--- src/rtl/rtc_pkg.sv ---
// rtc_pkg: shared definitions for the RTC set-time controller.
//   Field widths and range limits for seconds/minutes/hours/date/month,
//   the sequencer state enumeration and a days-per-month lookup.
//   Leap years are not modelled: February always has 28 days.
package rtc_pkg;

  localparam int SEC_W   = 6;
  localparam int MIN_W   = 6;
  localparam int HOUR_W  = 5;
  localparam int DATE_W  = 5;
  localparam int MONTH_W = 4;

  localparam logic [SEC_W-1:0]   SEC_MAX   = 6'd59;
  localparam logic [MIN_W-1:0]   MIN_MAX   = 6'd59;
  localparam logic [HOUR_W-1:0]  HOUR_MAX  = 5'd23;
  localparam logic [MONTH_W-1:0] MONTH_MAX = 4'd12;

  typedef enum logic [2:0] {
    IDLE  = 3'd0,
    CHECK = 3'd1,
    HOLD  = 3'd2,
    LOAD  = 3'd3,
    DONE  = 3'd4
  } state_e;

  // Number of days in a month; an illegal month yields 0 so that no date passes.
  function automatic logic [DATE_W-1:0] days_in_month(input logic [MONTH_W-1:0] month);
    logic [DATE_W-1:0] days;
    case (month)
      4'd2:                                    days = 5'd28;
      4'd4, 4'd6, 4'd9, 4'd11:                 days = 5'd30;
      4'd1, 4'd3, 4'd5, 4'd7, 4'd8, 4'd10, 4'd12: days = 5'd31;
      default:                                 days = 5'd0;
    endcase
    return days;
  endfunction

endpackage

--- src/rtl/rtc_set_ctrl_if.sv ---
// rtc_set_ctrl_if: host request channel of the RTC set-time controller.
//   req_valid / req_ready        request handshake
//   req_sec/min/hour/date/month  requested time and date fields
//   done                         1-cycle pulse, load completed
//   err                          1-cycle pulse, request rejected
// master: host side; slave: controller side.
interface rtc_set_ctrl_if;
  import rtc_pkg::*;

  logic               req_valid;
  logic               req_ready;
  logic [SEC_W-1:0]   req_sec;
  logic [MIN_W-1:0]   req_min;
  logic [HOUR_W-1:0]  req_hour;
  logic [DATE_W-1:0]  req_date;
  logic [MONTH_W-1:0] req_month;
  logic               done;
  logic               err;

  modport master (
    output req_valid, req_sec, req_min, req_hour, req_date, req_month,
    input  req_ready, done, err
  );

  modport slave (
    input  req_valid, req_sec, req_min, req_hour, req_date, req_month,
    output req_ready, done, err
  );

endinterface

--- src/rtl/rtc_time_check.sv ---
// rtc_time_check: combinational range validator for a set-time request.
//   sec, min, hour, date, month  in   candidate fields
//   valid                        out  1 when every field is in range
//                                     (date checked against its month)
module rtc_time_check
  import rtc_pkg::*;
(
  input  logic [SEC_W-1:0]   sec,
  input  logic [MIN_W-1:0]   min,
  input  logic [HOUR_W-1:0]  hour,
  input  logic [DATE_W-1:0]  date,
  input  logic [MONTH_W-1:0] month,
  output logic               valid
);

  // All-fields range check; an illegal month makes days_in_month 0, failing any date.
  always_comb begin
    valid = (sec <= SEC_MAX) && (min <= MIN_MAX) && (hour <= HOUR_MAX) &&
            (month != 4'd0) && (month <= MONTH_MAX) &&
            (date != 5'd0) && (date <= days_in_month(month));
  end

endmodule

--- src/rtl/rtc_set_ctrl.sv ---
// rtc_set_ctrl: sequences host "set time" requests into the RTC counter chain.
//   A request is captured in IDLE, range-checked (err pulse if bad), then the
//   counters are frozen (rtc_hold) until GUARD_CYC tick-free cycles have passed,
//   loaded in one strobe (rtc_load + load_*), and released after a done pulse.
// Parameters:
//   GUARD_CYC  tick-free hold cycles required before the load (1..15)
// Ports:
//   clk, rst_n                   clock, asynchronous active-low reset
//   req                          host request channel (rtc_set_ctrl_if.slave)
//   rtc_tick                     1-cycle seconds tick from the prescaler
//   rtc_hold, rtc_load           counter freeze and parallel-load strobe
//   load_sec/min/hour/date/month load values, non-zero only with rtc_load
//   cur_sec/min/hour             live RTC time (alarm only)
//   alarm_wr, alarm_sec/min/hour write and arm the alarm (alarm only)
//   alarm_clr, alarm_irq         clear / sticky alarm flag (alarm only)
// Build option: define ALARM_EN to include the alarm comparator; otherwise
// alarm_irq is tied low and the alarm/cur inputs are ignored.
module rtc_set_ctrl
  import rtc_pkg::*;
#(
  parameter int unsigned GUARD_CYC = 2
) (
  input  logic               clk,
  input  logic               rst_n,
  rtc_set_ctrl_if.slave      req,
  input  logic               rtc_tick,
  output logic               rtc_hold,
  output logic               rtc_load,
  output logic [SEC_W-1:0]   load_sec,
  output logic [MIN_W-1:0]   load_min,
  output logic [HOUR_W-1:0]  load_hour,
  output logic [DATE_W-1:0]  load_date,
  output logic [MONTH_W-1:0] load_month,
  input  logic [SEC_W-1:0]   cur_sec,
  input  logic [MIN_W-1:0]   cur_min,
  input  logic [HOUR_W-1:0]  cur_hour,
  input  logic               alarm_wr,
  input  logic [SEC_W-1:0]   alarm_sec,
  input  logic [MIN_W-1:0]   alarm_min,
  input  logic [HOUR_W-1:0]  alarm_hour,
  input  logic               alarm_clr,
  output logic               alarm_irq
);

  localparam logic [2:0] S_IDLE  = IDLE;
  localparam logic [2:0] S_CHECK = CHECK;
  localparam logic [2:0] S_HOLD  = HOLD;
  localparam logic [2:0] S_LOAD  = LOAD;
  localparam logic [2:0] S_DONE  = DONE;

  localparam logic [3:0] GUARD_LIM = 4'(GUARD_CYC);

  logic [2:0]         state_r;
  logic [2:0]         state_nxt_s;
  logic [3:0]         guard_r;
  logic [3:0]         guard_inc_s;
  logic               accept_s;
  logic               req_ok_s;
  logic               cap_ok_r;
  logic [SEC_W-1:0]   cap_sec_r;
  logic [MIN_W-1:0]   cap_min_r;
  logic [HOUR_W-1:0]  cap_hour_r;
  logic [DATE_W-1:0]  cap_date_r;
  logic [MONTH_W-1:0] cap_month_r;
  logic               req_ready_r;
  logic               done_r;
  logic               err_r;
  logic               rtc_hold_r;
  logic               rtc_load_r;
  logic [SEC_W-1:0]   load_sec_r;
  logic [MIN_W-1:0]   load_min_r;
  logic [HOUR_W-1:0]  load_hour_r;
  logic [DATE_W-1:0]  load_date_r;
  logic [MONTH_W-1:0] load_month_r;

  // req_ready_r is high exactly in IDLE, so it doubles as the accept qualifier.
  assign accept_s = req.req_valid && req_ready_r;

  // The live request fields are validated at accept time; the verdict is stored
  // with the capture so CHECK can act on it in its single cycle.
  rtc_time_check u_time_check (
    .sec   (req.req_sec),
    .min   (req.req_min),
    .hour  (req.req_hour),
    .date  (req.req_date),
    .month (req.req_month),
    .valid (req_ok_s)
  );

  // Next-state decode of the set-time sequencer.
  always_comb begin
    state_nxt_s = state_r;
    guard_inc_s = guard_r + 4'd1;
    case (state_r)
      S_IDLE: begin
        if (accept_s) state_nxt_s = S_CHECK;
        else          state_nxt_s = S_IDLE;
      end
      S_CHECK: begin
        if (cap_ok_r) state_nxt_s = S_HOLD;
        else          state_nxt_s = S_IDLE;
      end
      S_HOLD: begin
        if (!rtc_tick && (guard_inc_s == GUARD_LIM)) state_nxt_s = S_LOAD;
        else                                          state_nxt_s = S_HOLD;
      end
      S_LOAD:  state_nxt_s = S_DONE;
      S_DONE:  state_nxt_s = S_IDLE;
      default: state_nxt_s = S_IDLE;
    endcase
  end

  // State register.
  always_ff @(posedge clk or negedge rst_n) begin
    if (!rst_n) state_r <= S_IDLE;
    else        state_r <= state_nxt_s;
  end

  // Guard counter: counts tick-free HOLD cycles; a tick restarts it and is dropped.
  always_ff @(posedge clk or negedge rst_n) begin
    if (!rst_n) begin
      guard_r <= 4'd0;
    end else if (state_r == S_HOLD) begin
      if (rtc_tick) guard_r <= 4'd0;
      else          guard_r <= guard_inc_s;
    end else begin
      guard_r <= 4'd0;
    end
  end

  // Request capture; only updated on an accepted handshake, so a request held
  // up by the host while busy is never sampled.
  always_ff @(posedge clk or negedge rst_n) begin
    if (!rst_n) begin
      cap_ok_r    <= 1'b0;
      cap_sec_r   <= 6'd0;
      cap_min_r   <= 6'd0;
      cap_hour_r  <= 5'd0;
      cap_date_r  <= 5'd0;
      cap_month_r <= 4'd0;
    end else if (accept_s) begin
      cap_ok_r    <= req_ok_s;
      cap_sec_r   <= req.req_sec;
      cap_min_r   <= req.req_min;
      cap_hour_r  <= req.req_hour;
      cap_date_r  <= req.req_date;
      cap_month_r <= req.req_month;
    end else begin
      cap_ok_r    <= cap_ok_r;
      cap_sec_r   <= cap_sec_r;
      cap_min_r   <= cap_min_r;
      cap_hour_r  <= cap_hour_r;
      cap_date_r  <= cap_date_r;
      cap_month_r <= cap_month_r;
    end
  end

  // Registered outputs, decoded from the next state so they align with the state they describe.
  always_ff @(posedge clk or negedge rst_n) begin
    if (!rst_n) begin
      req_ready_r  <= 1'b1;
      err_r        <= 1'b0;
      done_r       <= 1'b0;
      rtc_hold_r   <= 1'b0;
      rtc_load_r   <= 1'b0;
      load_sec_r   <= 6'd0;
      load_min_r   <= 6'd0;
      load_hour_r  <= 5'd0;
      load_date_r  <= 5'd0;
      load_month_r <= 4'd0;
    end else begin
      req_ready_r  <= (state_nxt_s == S_IDLE);
      err_r        <= accept_s && !req_ok_s;
      done_r       <= (state_nxt_s == S_DONE);
      rtc_hold_r   <= (state_nxt_s == S_HOLD) || (state_nxt_s == S_LOAD) ||
                      (state_nxt_s == S_DONE);
      rtc_load_r   <= (state_nxt_s == S_LOAD);
      load_sec_r   <= (state_nxt_s == S_LOAD) ? cap_sec_r   : 6'd0;
      load_min_r   <= (state_nxt_s == S_LOAD) ? cap_min_r   : 6'd0;
      load_hour_r  <= (state_nxt_s == S_LOAD) ? cap_hour_r  : 5'd0;
      load_date_r  <= (state_nxt_s == S_LOAD) ? cap_date_r  : 5'd0;
      load_month_r <= (state_nxt_s == S_LOAD) ? cap_month_r : 4'd0;
    end
  end

  assign req.req_ready = req_ready_r;
  assign req.done      = done_r;
  assign req.err       = err_r;
  assign rtc_hold      = rtc_hold_r;
  assign rtc_load      = rtc_load_r;
  assign load_sec      = load_sec_r;
  assign load_min      = load_min_r;
  assign load_hour     = load_hour_r;
  assign load_date     = load_date_r;
  assign load_month    = load_month_r;

`ifdef ALARM_EN
  logic               armed_r;
  logic [SEC_W-1:0]   al_sec_r;
  logic [MIN_W-1:0]   al_min_r;
  logic [HOUR_W-1:0]  al_hour_r;
  logic               match_s;
  logic               match_r;
  logic               irq_r;

  // Alarm time register; a write also arms the comparator.
  always_ff @(posedge clk or negedge rst_n) begin
    if (!rst_n) begin
      armed_r   <= 1'b0;
      al_sec_r  <= 6'd0;
      al_min_r  <= 6'd0;
      al_hour_r <= 5'd0;
    end else if (alarm_wr) begin
      armed_r   <= 1'b1;
      al_sec_r  <= alarm_sec;
      al_min_r  <= alarm_min;
      al_hour_r <= alarm_hour;
    end else begin
      armed_r   <= armed_r;
      al_sec_r  <= al_sec_r;
      al_min_r  <= al_min_r;
      al_hour_r <= al_hour_r;
    end
  end

  // Time match; ignored while the counters are frozen for a set-time load.
  always_comb begin
    match_s = armed_r && !rtc_hold_r && (cur_sec == al_sec_r) &&
              (cur_min == al_min_r) && (cur_hour == al_hour_r);
  end

  // Sticky flag set on the rising edge of match; set has priority over clear.
  always_ff @(posedge clk or negedge rst_n) begin
    if (!rst_n) begin
      match_r <= 1'b0;
      irq_r   <= 1'b0;
    end else begin
      match_r <= match_s;
      if (match_s && !match_r) irq_r <= 1'b1;
      else if (alarm_clr)      irq_r <= 1'b0;
      else                     irq_r <= irq_r;
    end
  end

  assign alarm_irq = irq_r;
`else
  // Alarm inputs have no function in this build; reduce them into one sink.
  logic unused_alarm_s;
  assign unused_alarm_s = ^{cur_sec, cur_min, cur_hour, alarm_wr, alarm_sec,
                            alarm_min, alarm_hour, alarm_clr};
  assign alarm_irq = 1'b0;
`endif

endmodule

--- src/flat_wrapper.sv ---
// flat-port wrapper written by rule: the top's interface ports become plain ports
module rtc_set_ctrl_flat import rtc_pkg::*;
#(
  parameter int unsigned GUARD_CYC = 2
)
  (clk, rst_n, rtc_tick, rtc_hold, rtc_load, load_sec, load_min, load_hour, load_date, load_month, cur_sec, cur_min, cur_hour, alarm_wr, alarm_sec, alarm_min, alarm_hour, alarm_clr, alarm_irq, req_req_valid, req_req_sec, req_req_min, req_req_hour, req_req_date, req_req_month, req_req_ready, req_done, req_err);
  rtc_set_ctrl_if req_i ();
  input  logic clk;
  input  logic rst_n;
  input  logic rtc_tick;
  output logic rtc_hold;
  output logic rtc_load;
  output logic [SEC_W-1:0] load_sec;
  output logic [MIN_W-1:0] load_min;
  output logic [HOUR_W-1:0] load_hour;
  output logic [DATE_W-1:0] load_date;
  output logic [MONTH_W-1:0] load_month;
  input  logic [SEC_W-1:0] cur_sec;
  input  logic [MIN_W-1:0] cur_min;
  input  logic [HOUR_W-1:0] cur_hour;
  input  logic alarm_wr;
  input  logic [SEC_W-1:0] alarm_sec;
  input  logic [MIN_W-1:0] alarm_min;
  input  logic [HOUR_W-1:0] alarm_hour;
  input  logic alarm_clr;
  output logic alarm_irq;
  input wire logic [$bits(req_i.req_valid)-1:0] req_req_valid;
  input wire logic [$bits(req_i.req_sec)-1:0] req_req_sec;
  input wire logic [$bits(req_i.req_min)-1:0] req_req_min;
  input wire logic [$bits(req_i.req_hour)-1:0] req_req_hour;
  input wire logic [$bits(req_i.req_date)-1:0] req_req_date;
  input wire logic [$bits(req_i.req_month)-1:0] req_req_month;
  output wire logic [$bits(req_i.req_ready)-1:0] req_req_ready;
  output wire logic [$bits(req_i.done)-1:0] req_done;
  output wire logic [$bits(req_i.err)-1:0] req_err;
  assign req_i.req_valid = req_req_valid;
  assign req_i.req_sec = req_req_sec;
  assign req_i.req_min = req_req_min;
  assign req_i.req_hour = req_req_hour;
  assign req_i.req_date = req_req_date;
  assign req_i.req_month = req_req_month;
  assign req_req_ready = req_i.req_ready;
  assign req_done = req_i.done;
  assign req_err = req_i.err;
  rtc_set_ctrl #(.GUARD_CYC(GUARD_CYC)) u_core (.clk(clk), .rst_n(rst_n), .req(req_i), .rtc_tick(rtc_tick), .rtc_hold(rtc_hold), .rtc_load(rtc_load), .load_sec(load_sec), .load_min(load_min), .load_hour(load_hour), .load_date(load_date), .load_month(load_month), .cur_sec(cur_sec), .cur_min(cur_min), .cur_hour(cur_hour), .alarm_wr(alarm_wr), .alarm_sec(alarm_sec), .alarm_min(alarm_min), .alarm_hour(alarm_hour), .alarm_clr(alarm_clr), .alarm_irq(alarm_irq));
endmodule
--- config.mk ---
export PLATFORM = sky130hd
export DESIGN_NAME = rtc_set_ctrl_flat
export DESIGN_NICKNAME = d
export VERILOG_FILES = /design/src/rtl/rtc_pkg.sv /design/src/rtl/rtc_set_ctrl_if.sv /design/src/rtl/rtc_time_check.sv /design/src/rtl/rtc_set_ctrl.sv /design/src/flat_wrapper.sv
export SDC_FILE = /design/constraint.sdc
export NUM_CORES = 1
export LEC_CHECK = 0
export ABC_AREA = 1
export CAP_MARGIN = 5
export CORE_ASPECT_RATIO = 0.5
export CORE_MARGIN = 4
export CORE_UTILIZATION = 35
export DETAILED_ROUTE_END_ITERATION = 10
export MAX_ROUTING_LAYER = met4
export PLACE_DENSITY_LB_ADDON = 0.2
export SLEW_MARGIN = 25
export SYNTH_ARGS = -nofsm -noshare
export SYNTH_HDL_FRONTEND = slang
export SYNTH_SLANG_ARGS = --single-unit
export TNS_END_PERCENT = 1
--- constraint.sdc ---
create_clock -name clk -period 2.5 [get_ports clk]
set_input_delay 0.25 -clock clk [delete_from_list [all_inputs] [get_ports clk]]
set_output_delay 0.25 -clock clk [all_outputs]
set_load 0.05 [all_outputs]
==> flow_summary_export.csv <==
group,metric,value,unit
cells_and_area,antenna_cells_inserted,0,
routing,route.antenna.remaining_nets,0,
cells_and_area,post-route-util,49.0,%
placed_design,port_buffers,60,
logic_synthesis,synth_warn,0,
placed_design,dpl.hpwl,3630,µm
clock_network,tritoncts.num_buffers,9,
floorplanning,initial_utilization,36.1,%
outcome,outcome,"finished with violations",
cells_and_area,drive_above_1_share,9.55,%
timing,fin_skew,0.00298,ns
worst_setup_path,timing.critical_path.max_delay_family,"buffers and inverters",
worst_setup_path,worstPathArrival,1.66,ns
routing,routed_wirelength,5130,µm
clock_network,ctsLongestPathBuffers,2,
worst_setup_path,r2r-start,"u_core.req.req_ready$_DFF_PN1_",
floorplanning,chipWidth,131,µm
timing,rsz0062_at_grt,"false",
worst_setup_path,endpoint_kind,"output pin",
pwr,p_per_area,893,nW/µm²
floorplanning,rows,22,
routing,route.vias.total,1871,
global_route,grt_antenna_before_repair,0,
logic_synthesis,synth_seq_cells,65,
worst_setup_path,slowest_delay,0.80,ns
logic_synthesis,synth_area_per_cell,9.86,µm²
timing,finalHoldViolations,29,
timing,fin_ws,0.592,ns
job,maxCapViolations,0,
outcome,violations,"hold timing",
worst_setup_path,setup.worst_path.start_class,"flip-flop",
clock_network,post_cts_sizing,0,
timing,layout_min_cycle_time,1.91,ns
worst_setup_path,required,2.25,ns
logic_synthesis,synth.net_count,341,
timing,relSlewSlack,52.2,%
timing,setup_tns,0,ns
routing,routed_via_density,4.34,
worst_setup_path,reg2reg_slack,0.75,ns
pwr,ir_worst_vdd,0.344,mV
timing,maxSlewViolCount,0,
global_route,grt_pass1_vias,1902,
routing,dr.pass1.iters,4,
worst_setup_path,timing.setup.critical_path_class,"flip-flop to output pin",
logic_synthesis,synth_cells,268,
placed_design,routabilityCongestion,0.750,
cells_and_area,final_common_cell,"sky130_fd_sc_hd__dfrtp_1",
timing,layout_worst_path_cycle_share,76.3,%
clock_network,clock_tree.root_cell,"sky130_fd_sc_hd__clkbuf_16",
floorplanning,placeableCoreArea,7320,µm²
worst_setup_path,r2r-end,"u_core.req.req_ready$_DFF_PN1_",
clock_network,clkTransAtPathRegs,0.05,ns
logic_synthesis,sequential_to_total_area_share_from_yosys_stat,61.6,%
timing,tightest_slew,0.717,ns
logic_synthesis,synthesis.area,2640,µm²
worst_setup_path,timing.critical_path.fanout_max,2,
worst_setup_path,path_buf_inv,1,
floorplanning,fp.dieArea,9090,µm²
clock_network,clock_tree.htree_level_count,3,
worst_setup_path,critical_path.slowest_cell,"sky130_fd_sc_hd__clkdlybuf4s50_1",
logic_synthesis,synth_cell_type_count,25,
cells_and_area,area_growth_syn_to_layout,35.7,%
worst_setup_path,ff2ff_path_depth,6,
timing,finalSetupViolCount,0,
global_route,grt_start_max_net_pins,41,
timing,whs,-0.0157,ns
placed_design,placed_cells,417,
timing,maxClockFrequency,524,MHz
clock_network,clock_insertion_delay_worst_skew,0.32,ns
pwr,p_leak,1.74,nW
worst_setup_path,worstPathCellList,"clkdlybuf4s50_1",
clock_network,postCtsHoldBufs,0,
cells_and_area,layout_common_cells,"sky130_fd_sc_hd__dfrtp_1, sky130_fd_sc_hd__clkdlybuf4s50_1, sky130_fd_sc_hd__nand2_1, sky130_fd_sc_hd__inv_1, sky130_fd_sc_hd__nor2_1",
clock_network,cts_num_sinks,65,
global_route,grtUsageTotal,13.2,%
global_route,total_grt_overflow,0,
floorplanning,io_pins,98,
clock_network,cts_tree,"done",
placed_design,detailedPlace.worstSlack,0.436,ns
hold_path,min-delay-path-class,"input port to async pin",
floorplanning,fp.dieH,69.4,µm
cells_and_area,final_net_count,405,
routing,drt-wirelength-per-cell,11.9,µm
cells_and_area,layout.cells.non_filler,431,
clock_network,cts_post_setup_buffers_inserted,0,
routing,drc_errors,0,
routing,dr.first_iter.drc_count,105,
global_route,first_pass_grt_wire_length,8870,µm
where the power goes:
part | switching [mW] | internal, mW | total [mW] | leakage [nW]
clock | 0.395 | 0.713 | 1.11 | 0.129
combinational | 0.465 | 0.237 | 0.702 | 0.751
sequential | 0.0902 | 1.30 | 1.39 | 0.856
total | 0.950 | 2.25 | 3.20 | 1.74
layer usage:
layer | GRT usage [%] | share of wire (%) | up-vias
met1 | 17.0 | 50 | 876
met5 | - | 0 | -
li1 | - | - | 946
met2 | 18.6 | 45 | 40
met3 | 4.62 | 3.7 | 9
met4 | 6.16 | 1.8 | 0
through the flow:
| stage | power [mW] | area [µm²] |
|---|---|---|
| after floorplan | 1.89 | 2640 |
| after global placement | 2.09 | 3320 |
| after detailed placement | 2.12 | 3320 |
| after CTS | 3.25 | 3590 |
| after global routing | 3.43 | 3590 |
| final | 3.20 | 3590 |
cell usage after synthesis, drive strengths merged:
library cell,n,area share [%]
a21oi,3,0.57
buf,4,1.7
clkbuf,5,0.71
clkinv,1,0.14
conb,1,0.14
dfrtp,64,61
dfstp,1,0.99
ha,7,3.3
inv,46,6.5
nand2,52,7.6
nand3,7,1.3
nand3b,1,0.76
nand4,5,1.4
nor2,40,8.2
nor3,2,0.38
o211ai,1,0.28
o21ai,27,5.1
or2,1,0.24
state kept, by name (all words and copies together), names as in the netlist, 3 cells and up:
name                cells
u_core.load_hour        5
u_core.cap_date_r       5
u_core.state_r          3
u_core.load_sec         6
u_core.load_date        5
u_core.cap_month_r      4
u_core.load_month       4
u_core.cap_hour_r       5
u_core.cap_sec_r        6
u_core.load_min         6
u_core.cap_min_r        6
u_core.guard_r          4
cells by family after synthesis:
kind of cell	synth area share (%)
compound gates	5.97
flops	61.6
buf+inv	9.04
simple gates	19.9
fa+ha+maj	3.31
other cells	0.142
worst max-delay path by stage:
| stage | start | endpoint | depth (start not counted) |
|---|---|---|---|
| 2_1_floorplan | req_req_month[1] | u_core.cap_ok_r$_DFFE_PN0P_ | 12 |
| 3_3_place_gp | req_req_month[1] | u_core.req.err$_DFF_PN0_ | 12 |
| 3_5_place_dp | req_req_month[1] | u_core.cap_ok_r$_DFFE_PN0P_ | 13 |
| 4_1_cts | u_core.req.req_ready$_DFF_PN1_ | req_req_ready | 1 |
| 5_1_grt | req_req_month[1] | u_core.cap_ok_r$_DFFE_PN0P_ | 13 |
| 6_report | u_core.req.req_ready$_DFF_PN1_ | req_req_ready | 1 |
layout make-up:
type,instances,area (µm²)
Fill cell,686,3730
Sequential cell,65,1630
Multi-Input combinational cell,147,776
Timing Repair Buffer,62,623
Clock buffer,14,264
Inverter,47,176
Tap cell,96,120
Note: power is estimated with default switching activity, not from simulation.
